### src/rtl/exec_writeback_pkg.sv
// exec_writeback_pkg
//   Shared encodings for the fetch and execute stages: opcodes, destination
//   modes, the writeback FSM states, and an opcode legality helper.
package exec_writeback_pkg;

    // Opcode map. B..F are reserved/illegal.
    localparam logic [3:0] OP_MOV = 4'h0;
    localparam logic [3:0] OP_ADD = 4'h1;
    localparam logic [3:0] OP_SUB = 4'h2;
    localparam logic [3:0] OP_AND = 4'h3;
    localparam logic [3:0] OP_OR  = 4'h4;
    localparam logic [3:0] OP_XOR = 4'h5;
    localparam logic [3:0] OP_NOT = 4'h6;
    localparam logic [3:0] OP_SHL = 4'h7;
    localparam logic [3:0] OP_SHR = 4'h8;
    localparam logic [3:0] OP_CMP = 4'h9;
    localparam logic [3:0] OP_MUL = 4'hA;

    // Destination modes.
    localparam logic [1:0] DM_REG     = 2'b00;
    localparam logic [1:0] DM_MEM_DIR = 2'b01;
    localparam logic [1:0] DM_MEM_IDX = 2'b10;
    localparam logic [1:0] DM_ILLEGAL = 2'b11;

    typedef enum logic [1:0] {
        ST_IDLE = 2'd0,
        ST_EXEC = 2'd1,
        ST_MUL  = 2'd2,
        ST_WB   = 2'd3
    } state_e;

    function automatic logic op_legal(input logic [3:0] op);
        return (op <= OP_MUL);
    endfunction

endpackage

### src/rtl/exec_writeback_mul16_seq.sv
// mul16_seq
//   16x16 iterative shift-add multiplier, one multiplier bit per cycle.
//   Ports:
//     clk, clr      clock, async active-high reset
//     load          capture a/b and start a 16-cycle run
//     a, b          multiplicand / multiplier
//     done          one-cycle pulse the cycle after the 16th iteration
//     product       full 32-bit product, valid when done is high
module mul16_seq (
    input  logic        clk,
    input  logic        clr,
    input  logic        load,
    input  logic [15:0] a,
    input  logic [15:0] b,
    output logic        done,
    output logic [31:0] product
);

    logic [31:0] acc_q, acc_d;
    logic [31:0] mcand_q, mcand_d;
    logic [15:0] mplier_q, mplier_d;
    logic [4:0]  cnt_q, cnt_d;
    logic        done_q, done_d;

    always_comb begin
        acc_d    = acc_q;
        mcand_d  = mcand_q;
        mplier_d = mplier_q;
        cnt_d    = cnt_q;
        done_d   = 1'b0;
        if (load) begin
            acc_d    = '0;
            mcand_d  = {16'h0000, a};
            mplier_d = b;
            cnt_d    = 5'd16;
        end else if (cnt_q != 5'd0) begin
            if (mplier_q[0])
                acc_d = acc_q + mcand_q;
            mcand_d  = mcand_q << 1;
            mplier_d = mplier_q >> 1;
            cnt_d    = cnt_q - 5'd1;
            done_d   = (cnt_q == 5'd1);
        end
    end

    always_ff @(posedge clk or posedge clr) begin
        if (clr) begin
            acc_q    <= '0;
            mcand_q  <= '0;
            mplier_q <= '0;
            cnt_q    <= '0;
            done_q   <= 1'b0;
        end else begin
            acc_q    <= acc_d;
            mcand_q  <= mcand_d;
            mplier_q <= mplier_d;
            cnt_q    <= cnt_d;
            done_q   <= done_d;
        end
    end

    assign done    = done_q;
    assign product = acc_q;

endmodule

### src/rtl/exec_writeback.sv
// exec_writeback
//   Execute + writeback stage. Captures opcode/operands on start in IDLE,
//   computes in EXEC (1 cycle) or MUL (16 iterations + 1), then spends one
//   cycle in WB where done/err and the write enables pulse.
//   Ports:
//     clk, clr                      clock, async active-high reset
//     start, opcode, a, b           operation request (sampled in IDLE only)
//     dest_mode, dest_reg, dest_addr destination selection
//     busy, done, err               status
//     result, flag_z/n/c/v          registered result and flags
//     reg_we/reg_index/reg_wdata    register-file write port
//     mem_we/mem_addr/mem_wdata     memory write port
module exec_writeback
    import exec_writeback_pkg::*;
#(
    parameter int DW = 16,
    parameter int AW = 8
) (
    input  logic          clk,
    input  logic          clr,
    input  logic          start,
    input  logic [3:0]    opcode,
    input  logic [DW-1:0] a,
    input  logic [DW-1:0] b,
    input  logic [1:0]    dest_mode,
    input  logic [3:0]    dest_reg,
    input  logic [AW-1:0] dest_addr,
    output logic          busy,
    output logic          done,
    output logic          err,
    output logic [DW-1:0] result,
    output logic          flag_z,
    output logic          flag_n,
    output logic          flag_c,
    output logic          flag_v,
    output logic          reg_we,
    output logic [3:0]    reg_index,
    output logic [DW-1:0] reg_wdata,
    output logic          mem_we,
    output logic [AW-1:0] mem_addr,
    output logic [DW-1:0] mem_wdata
);

    state_e        state_q, state_d;
    logic [3:0]    op_q, op_d;
    logic [DW-1:0] a_q, a_d, b_q, b_d;
    logic [1:0]    dm_q, dm_d;
    logic [3:0]    dreg_q, dreg_d;
    logic [AW-1:0] daddr_q, daddr_d;
    logic [DW-1:0] result_q, result_d;
    logic          z_q, z_d, n_q, n_d, c_q, c_d, v_q, v_d;
    logic [3:0]    reg_index_q, reg_index_d;
    logic [DW-1:0] reg_wdata_q, reg_wdata_d;
    logic [AW-1:0] mem_addr_q, mem_addr_d;
    logic [DW-1:0] mem_wdata_q, mem_wdata_d;

    logic          mul_load, mul_done;
    logic [31:0]   mul_prod;

    logic [DW:0]   sum_w, diff_w;
    logic [DW-1:0] alu_res;
    logic          alu_c, alu_v;

    mul16_seq u_mul (
        .clk     (clk),
        .clr     (clr),
        .load    (mul_load),
        .a       (a),
        .b       (b),
        .done    (mul_done),
        .product (mul_prod)
    );

    // Single-cycle ALU on the captured operands. CMP produces the a-b
    // difference here so Z/N can be derived; the result register is not
    // written for CMP.
    always_comb begin
        sum_w   = {1'b0, a_q} + {1'b0, b_q};
        diff_w  = {1'b0, a_q} - {1'b0, b_q};
        alu_res = a_q;
        alu_c   = 1'b0;
        alu_v   = 1'b0;
        case (op_q)
            OP_MOV: alu_res = a_q;
            OP_ADD: begin
                alu_res = sum_w[DW-1:0];
                alu_c   = sum_w[DW];
                alu_v   = (a_q[DW-1] == b_q[DW-1]) && (sum_w[DW-1] != a_q[DW-1]);
            end
            OP_SUB, OP_CMP: begin
                alu_res = diff_w[DW-1:0];
                alu_c   = diff_w[DW];  // borrow, i.e. a < b unsigned
                alu_v   = (a_q[DW-1] != b_q[DW-1]) && (diff_w[DW-1] != a_q[DW-1]);
            end
            OP_AND: alu_res = a_q & b_q;
            OP_OR:  alu_res = a_q | b_q;
            OP_XOR: alu_res = a_q ^ b_q;
            OP_NOT: alu_res = ~a_q;
            OP_SHL: alu_res = a_q << b_q[3:0];
            OP_SHR: alu_res = a_q >> b_q[3:0];
            default: alu_res = a_q;
        endcase
    end

    always_comb begin
        state_d     = state_q;
        op_d        = op_q;
        a_d         = a_q;
        b_d         = b_q;
        dm_d        = dm_q;
        dreg_d      = dreg_q;
        daddr_d     = daddr_q;
        result_d    = result_q;
        z_d         = z_q;
        n_d         = n_q;
        c_d         = c_q;
        v_d         = v_q;
        reg_index_d = reg_index_q;
        reg_wdata_d = reg_wdata_q;
        mem_addr_d  = mem_addr_q;
        mem_wdata_d = mem_wdata_q;
        mul_load    = 1'b0;

        case (state_q)
            ST_IDLE: begin
                if (start) begin
                    op_d     = opcode;
                    a_d      = a;
                    b_d      = b;
                    dm_d     = dest_mode;
                    dreg_d   = dest_reg;
                    daddr_d  = dest_addr;
                    mul_load = (opcode == OP_MUL);
                    state_d  = (opcode == OP_MUL) ? ST_MUL : ST_EXEC;
                end
            end
            ST_EXEC: begin
                state_d = ST_WB;
                // Illegal opcodes leave result and flags untouched.
                if (op_legal(op_q)) begin
                    if (op_q != OP_CMP)
                        result_d = alu_res;
                    z_d = (alu_res == '0);
                    n_d = alu_res[DW-1];
                    c_d = alu_c;
                    v_d = alu_v;
                end
            end
            ST_MUL: begin
                if (mul_done) begin
                    state_d  = ST_WB;
                    result_d = mul_prod[DW-1:0];
                    z_d      = (mul_prod[DW-1:0] == '0);
                    n_d      = mul_prod[DW-1];
                    c_d      = |mul_prod[31:16];
                    v_d      = 1'b0;
                end
            end
            default: state_d = ST_IDLE;  // ST_WB
        endcase

        // Write-port payload is latched on entry to WB so it is stable for
        // the whole WB cycle; the enables themselves decode from the state.
        if (state_d == ST_WB && state_q != ST_WB) begin
            reg_index_d = dreg_q;
            reg_wdata_d = result_d;
            mem_addr_d  = daddr_q;
            mem_wdata_d = result_d;
        end
    end

    always_ff @(posedge clk or posedge clr) begin
        if (clr) begin
            state_q     <= ST_IDLE;
            op_q        <= '0;
            a_q         <= '0;
            b_q         <= '0;
            dm_q        <= '0;
            dreg_q      <= '0;
            daddr_q     <= '0;
            result_q    <= '0;
            z_q         <= 1'b0;
            n_q         <= 1'b0;
            c_q         <= 1'b0;
            v_q         <= 1'b0;
            reg_index_q <= '0;
            reg_wdata_q <= '0;
            mem_addr_q  <= '0;
            mem_wdata_q <= '0;
        end else begin
            state_q     <= state_d;
            op_q        <= op_d;
            a_q         <= a_d;
            b_q         <= b_d;
            dm_q        <= dm_d;
            dreg_q      <= dreg_d;
            daddr_q     <= daddr_d;
            result_q    <= result_d;
            z_q         <= z_d;
            n_q         <= n_d;
            c_q         <= c_d;
            v_q         <= v_d;
            reg_index_q <= reg_index_d;
            reg_wdata_q <= reg_wdata_d;
            mem_addr_q  <= mem_addr_d;
            mem_wdata_q <= mem_wdata_d;
        end
    end

    // Enables decode straight from the state register so an async clr
    // removes them in the same instant it forces IDLE.
    logic in_wb, bad_op, no_write;
    assign in_wb    = (state_q == ST_WB);
    assign bad_op   = !op_legal(op_q) || (dm_q == DM_ILLEGAL);
    assign no_write = bad_op || (op_q == OP_CMP);

    assign busy      = (state_q != ST_IDLE);
    assign done      = in_wb;
    assign err       = in_wb && bad_op;
    assign reg_we    = in_wb && !no_write && (dm_q == DM_REG);
    assign mem_we    = in_wb && !no_write && (dm_q == DM_MEM_DIR || dm_q == DM_MEM_IDX);
    assign result    = result_q;
    assign flag_z    = z_q;
    assign flag_n    = n_q;
    assign flag_c    = c_q;
    assign flag_v    = v_q;
    assign reg_index = reg_index_q;
    assign reg_wdata = reg_wdata_q;
    assign mem_addr  = mem_addr_q;
    assign mem_wdata = mem_wdata_q;

endmodule
### config.mk
export PLATFORM = sky130hd
export DESIGN_NAME = exec_writeback
export DESIGN_NICKNAME = d
export VERILOG_FILES = /design/src/rtl/exec_writeback_pkg.sv /design/src/rtl/exec_writeback_mul16_seq.sv /design/src/rtl/exec_writeback.sv
export SDC_FILE = /design/constraint.sdc
export NUM_CORES = 1
export LEC_CHECK = 0
export BUFFER_PORTS_ARGS = -buffer_cell sky130_fd_sc_hd__buf_2
export CAP_MARGIN = 20
export CORE_AREA = 2 2 188 135
export CTS_CLUSTER_SIZE = 40
export DETAILED_ROUTE_END_ITERATION = 7
export DIE_AREA = 0 0 190 137
export PLACE_DENSITY = 0.79
export SETUP_SLACK_MARGIN = 0.4
export SLEW_MARGIN = 20
export SYNTH_ARGS = -nofsm -noshare
export SYNTH_HDL_FRONTEND = slang
export SYNTH_SLANG_ARGS = --single-unit
### constraint.sdc
create_clock -name clk -period 15.5 [get_ports clk]
set_clock_uncertainty 0.15 [all_clocks]
set_input_delay 3.1 -clock clk [delete_from_list [all_inputs] [get_ports clk]]
set_output_delay 3.1 -clock clk [all_outputs]
set_load 0.01 [all_outputs]
# ---- After elaboration in Yosys (flattened, before gate mapping)
# Index checks and enable logic that the tools add are counted.
dict set report word_totals {
  romBits 0
  mem_count 0
  mem_bits_rw 0
  inputBits 53
  latch_bits 0
  register_bits 186
}
dict set report classes {
  n_eq_ne 26
  muxes 36
  n_mul 0
  add_sub_neg 4
  magnitude_cmp 1
  reduce_logical 26
  n_shift 2
  div_mod_pow 0
  bitwise_logic 4
}
# cell n
set op_table {}
lappend op_table {{$mux W32} 5}
lappend op_table {{$pmux W16 S8} 1}
lappend op_table {{$mux W16} 5}
lappend op_table {{$add A32 B32 Y32} 1}
lappend op_table {{$logic_not A16 Y1} 2}
lappend op_table {{$pmux W16 S2} 1}
lappend op_table {{$add A16 B16 Y17} 1}
lappend op_table {{$sub A16 B16 Y17} 1}
lappend op_table {{$and A16 B16 Y16} 1}
lappend op_table {{$eq A4 B3 Y1 const B} 4}
lappend op_table {{$not A16 Y16} 1}
lappend op_table {{$or A16 B16 Y16} 1}
lappend op_table {{$reduce_or A16 Y1} 1}
lappend op_table {{$shl A16 B4 Y16} 1}
lappend op_table {{$shr A16 B4 Y16} 1}
lappend op_table {{$xor A16 B16 Y16} 1}
lappend op_table {{$eq A4 B4 Y1 const B} 3}
lappend op_table {{$mux W1} 12}
lappend op_table {{$pmux W1 S2} 6}
lappend op_table {{$eq A2 B2 Y1 const B} 5}
lappend op_table {{$mux W5} 2}
lappend op_table {{$eq A4 B2 Y1 const B} 2}
lappend op_table {{$reduce_bool A2 Y1} 4}
lappend op_table {{$logic_and A1 B1 Y1} 7}
lappend op_table {{19 further kinds} 30}

# ---- Depth between registers and ports, before layout
dict set report logic_depth {
  ltp_word 7
  mapped_depth 13
}

# ---- Modules after synthesis
# A second synthesis with hierarchy kept.
dict set report hier_totals {
  cells_unflattened 1591
  area_unflattened_um2 14247.4
}
# mod cells_per_inst n_inst area_per_inst_um2
set modules_own_cells {}
lappend modules_own_cells {exec_writeback 985 1 8996.1}
lappend modules_own_cells {mul16_seq 606 1 5251.3}

# ---- Least setup slack after synthesis
# Ideal clock, no wire load.
dict set report synth_path {
  path_kind {in2reg}
  from {input opcode[0]}
  to {register mem_addr_q[0] (netlist: mem_addr[0])}
  n_path_buf 1
  slack_ns 10.290
  stages 7
  setup_ns 0.125
  required_ns 15.225
  arrival_ns 4.935
  path_cell_list {nor4bb_1 -> nand2_1 -> o21ai_0 -> a21oi_1 -> nor3_2 -> clkbuf_1 -> mux2_2}
}
dict set report synth_between {
  elab_chain_len 6
}
# item line
set synth_lines {}
lappend synth_lines {{from (decl)} exec_writeback.sv:22} ;# input logic [3:0] opcode,
lappend synth_lines {{$eq A4 B4 Y1} exec_writeback.sv:134} ;# state_d = (opcode == OP_MUL) ? ST_MUL : ST_EXEC;
lappend synth_lines {{$mux W2} exec_writeback.sv:134}
lappend synth_lines {{$mux W2} exec_writeback.sv:126} ;# if (start) begin
lappend synth_lines {{$pmux W2 S3} exec_writeback.sv:124} ;# case (state_q)
lappend synth_lines {{$eq A2 B2 Y1} exec_writeback.sv:164} ;# if (state_d == ST_WB && state_q != ST_WB) begin
lappend synth_lines {{$logic_and A1 B1 Y1} exec_writeback.sv:164}
lappend synth_lines {{to (signal assigned)} exec_writeback.sv:205} ;# mem_addr_q <= mem_addr_d;
lappend synth_lines {{to (decl)} exec_writeback.sv:54} ;# logic [AW-1:0] mem_addr_q, mem_addr_d;
# No other way between the ends.
# A chain may end at the register's enable or synchronous reset.

# ---- Worst setup path after layout
dict set report layout_path {
  from {register op_q[2]}
  to {output mem_we}
}
dict set report layout_between {
  elab_chain_len 7
  word_cells_on_any_way 8
}
# item line
set layout_lines {}
lappend layout_lines {{from (decl)} exec_writeback.sv:45} ;# logic [3:0] op_q, op_d;
lappend layout_lines {{from (signal assigned)} exec_writeback.sv:192} ;# op_q <= op_d;
lappend layout_lines {{$le A4 B4 Y1} exec_writeback_pkg.sv:33} ;# return (op <= OP_MUL);
lappend layout_lines {{$logic_not A1 Y1} exec_writeback.sv:214} ;# assign bad_op = !op_legal(op_q) || (dm_q == DM_ILLEGAL);
lappend layout_lines {{$logic_or A1 B1 Y1} exec_writeback.sv:214}
lappend layout_lines {{$logic_or A1 B1 Y1 (*)} exec_writeback.sv:215} ;# assign no_write = bad_op || (op_q == OP_CMP);
lappend layout_lines {{$logic_not A1 Y1 (*)} exec_writeback.sv:221} ;# assign mem_we = in_wb && !no_write && (dm_q == DM_MEM_DIR || dm_q == DM_MEM_IDX);
lappend layout_lines {{$logic_and A1 B1 Y1 (*) (2 in a row)} exec_writeback.sv:221}
lappend layout_lines {{to (decl)} exec_writeback.sv:39} ;# output logic mem_we,
# Mark *: on every way between the ends. The rest lies on a longest branch, timed or not.

==> metrics <==
syn_nets=1761; Fillers=2026; PwrDens=262 nW/um2; setup TNS=0 ns; CTS clk-pin slew, worst paths=0.07 ns; routed via count=13200; IO buf count=121; EDFF count, synth=0; post-cts resize count=0; area grow syn2layout=8.15%; data arrival time of the worst path=2.05 ns; H-tree levels=4; Synth Warn #=0; largest net degree at the start of global routing=107; total CTS buffers=17; final hold slack=0.356 ns; VDD IR max=151 uV; startpoint types=register; max_cap viols=0; # setup viols final=0; Vert. Die Dim=137 um; Top FF cell, synth=dfrtp_1; first-pass GRT wire length=68800 um; setup ws final=10.20 ns; Core Region=24200 um2; initial antenna violation count=1; outcome=finished clean; cts-stage hold buffer count=0; Clock Sinks=186; DRT iter0 DRCs=1641; total track usage=0.344; Post-DRT Antenna Nets=0; number of distinct library cells after synthesis=95; drt drc=0; initial core utilization=0.591; Tmin final=5.30 ns; mapped cell area=14300 um2; Post-CTS Setup Inserts=0; Final Hold Fails=0; Placement Setup Slack=10.06 ns; # IOs=122; sequential area share after synthesis=0.325; synth top area cells=dfrtp_1 33%, ha_1 8.0%, mux2_2 7.9%; die width=190 um; RSZ-0062 raised after global routing=false; diodes inserted=0; final core occ=0.639; CP Class=register to output port; CTS tree=yes; normalized max-slew margin=0.253; vias in the first global route=11700; top cell type by total area after synthesis=dfrtp_1; cells after synthesis=1613; GRT overflow=0; Final #Nets=1797; post-synthesis register bit count=186; average wire per standard cell=22.4 um; Leak=7.02 nW; Critical Path RT=12.25 ns; row count=48; layout cells sized above 1=0.196; worst skew pair latency=0.46 ns; dpl hpwl=32300 um; peak clock frequency supported by timing=189 MHz; Vias per Instance=6.63; Bufs on Longest Clock Path=2; HP Class=register to register; top-area cell type share of the netlist area=0.325; Final Cycle Share=0.342; CP endpoint kind=output port; clk root buf=clkbuf_16; Final Max Tran Viols=0; detailed-route wire length=44500 um; CP max FO=44; Tightest Pin Transition=1.11 ns; final RePlAce weighted congestion=1.02; Die ar.=26000 um2; Initial DRT Pass Iterations=5; Post-synth ARST share=1.00; Post-Syn Area per Cell=8.87 um2
==> cells by family after synthesis <==
family,after synthesis,synth area share
buf+inv,201,0.0618
compound gates,449,0.210
xor+xnor,27,0.0165
fa+ha+maj,95,0.0847
flops,186,0.325
simple gates,509,0.168
mux,146,0.133
==> path summary, 6_finish.rpt <==
| path | from | end | depth (start not counted) | slack, ns |
|---|---|---|---|---|
| max in group asynchronous | clr | dreg_q[3]$_DFFE_PP0P_ | 3 | 11.38 |
| min in group asynchronous | clr | u_mul.mplier_q[3]$_DFFE_PP0P_ | 2 | 2.61 |
| min reg2reg | daddr_q[0]$_DFFE_PP0P_ | daddr_q[0]$_DFFE_PP0P_ | 1 | 0.36 |
| max | op_q[2]$_DFFE_PP0P_ | mem_we | 4 | 10.20 |
| max reg2reg | a_q[1]$_DFFE_PP0P_ | mem_wdata[15]$_DFFE_PP0P_ | 11 | 10.85 |
| min | daddr_q[0]$_DFFE_PP0P_ | daddr_q[0]$_DFFE_PP0P_ | 1 | 0.36 |
==> through the flow <==
step / instances / power, mW / instance area [um2]
2_1_floorplan: 1613 / 2.80 / 14300
3_3_place_gp: 1955 / 3.46 / 14900
3_5_place_dp: 1955 / 3.52 / 14900
4_1_cts: 1987 / 3.96 / 15500
5_1_grt: 1987 / 4.29 / 15500
6_report: 1987 / 4.05 / 15500
==> Yosys cell counts (7+ instances only) <==
| master | instances |
|---|---|
| nand4_1 | 12 |
| a21o_1 | 20 |
| a31oi_1 | 50 |
| a22o_1 | 13 |
| buf_4 | 18 |
| and3_1 | 11 |
| nor3_1 | 26 |
| buf_1 | 15 |
| clkbuf_1 | 66 |
| and2_1 | 10 |
| o31ai_1 | 10 |
| o22ai_1 | 21 |
| nor4_1 | 19 |
| o21ai_0 | 62 |
| buf_2 | 19 |
| nor2b_1 | 21 |
| o21a_1 | 10 |
| mux2_2 | 100 |
| a221oi_1 | 7 |
| or3_1 | 8 |
| nand3_1 | 19 |
| mux2i_1 | 21 |
| xnor2_1 | 20 |
| a211oi_1 | 15 |
| a22oi_1 | 15 |
| ha_1 | 92 |
| xor2_1 | 7 |
| or2_2 | 7 |
| nor2_1 | 120 |
| inv_1 | 76 |
| o21bai_1 | 7 |
| mux4_2 | 17 |
| o211ai_1 | 9 |
| dfrtp_1 | 186 |
| nand2_1 | 209 |
| a21oi_1 | 120 |
| nand2b_1 | 12 |
==> placed cells by master (no fill, tap or decap), types with 20 or more instances in the layout <==
cell	count
a31oi_1	50
mux2i_1	21
o22ai_1	21
dfrtp_1	186
nand2_1	208
inv_1	75
a21oi_1	119
nor2_1	120
nor2b_1	20
a21o_1	20
buf_2	121
o21ai_0	62
ha_1	92
mux2_2	100
nor3_1	26
xnor2_1	20
==> report_power, final <==
part	leakage (nW)	internal (mW)	switching, mW
logic	4.39	1.06	1.61
clock network	0.272	0.211	0.213
registers	2.36	0.687	0.275
==> worst max-delay path: stages, from the launching register on <==
cell	delay (ns)
dfrtp_1	0.36
buf_4	0.28
o21ai_1	0.54
and4b_1	0.29
buf_2	0.13
==> registers in the layout, summed over array words and instances (netlist names), 8 cells and up <==
signal and count:
mem_wdata 16, u_mul.mcand_q 32, a_q 16, daddr_q 8, u_mul.product 32, result 16
mem_addr 8, b_q 16, u_mul.mplier_q 16
==> area by class of cell <==
type	instances	area, um2	share of cell area
timing repair buffer	141	759	0.0491
inverter	77	297	0.0192
tap	325	407	0.0263
sequential	186	4650	0.301
clock inverter	15	131	0.00849
multi-input combinational	1226	8790	0.569
clock buffer	17	425	0.0275
==> routing by layer <==
layer / vias to the layer above / wire length [um] / part of all wire / global-route usage
met1: 6383 / 20200 / 0.45 / 0.527
met3: 70 / 5310 / 0.12 / 0.0908
met5: - / 0 / 0 / 0
met2: 780 / 18200 / 0.41 / 0.478
met4: 0 / 807 / 0.018 / 0.0814
li1: 5941 / - / - / -
Power figures use the tool's default switching activity.
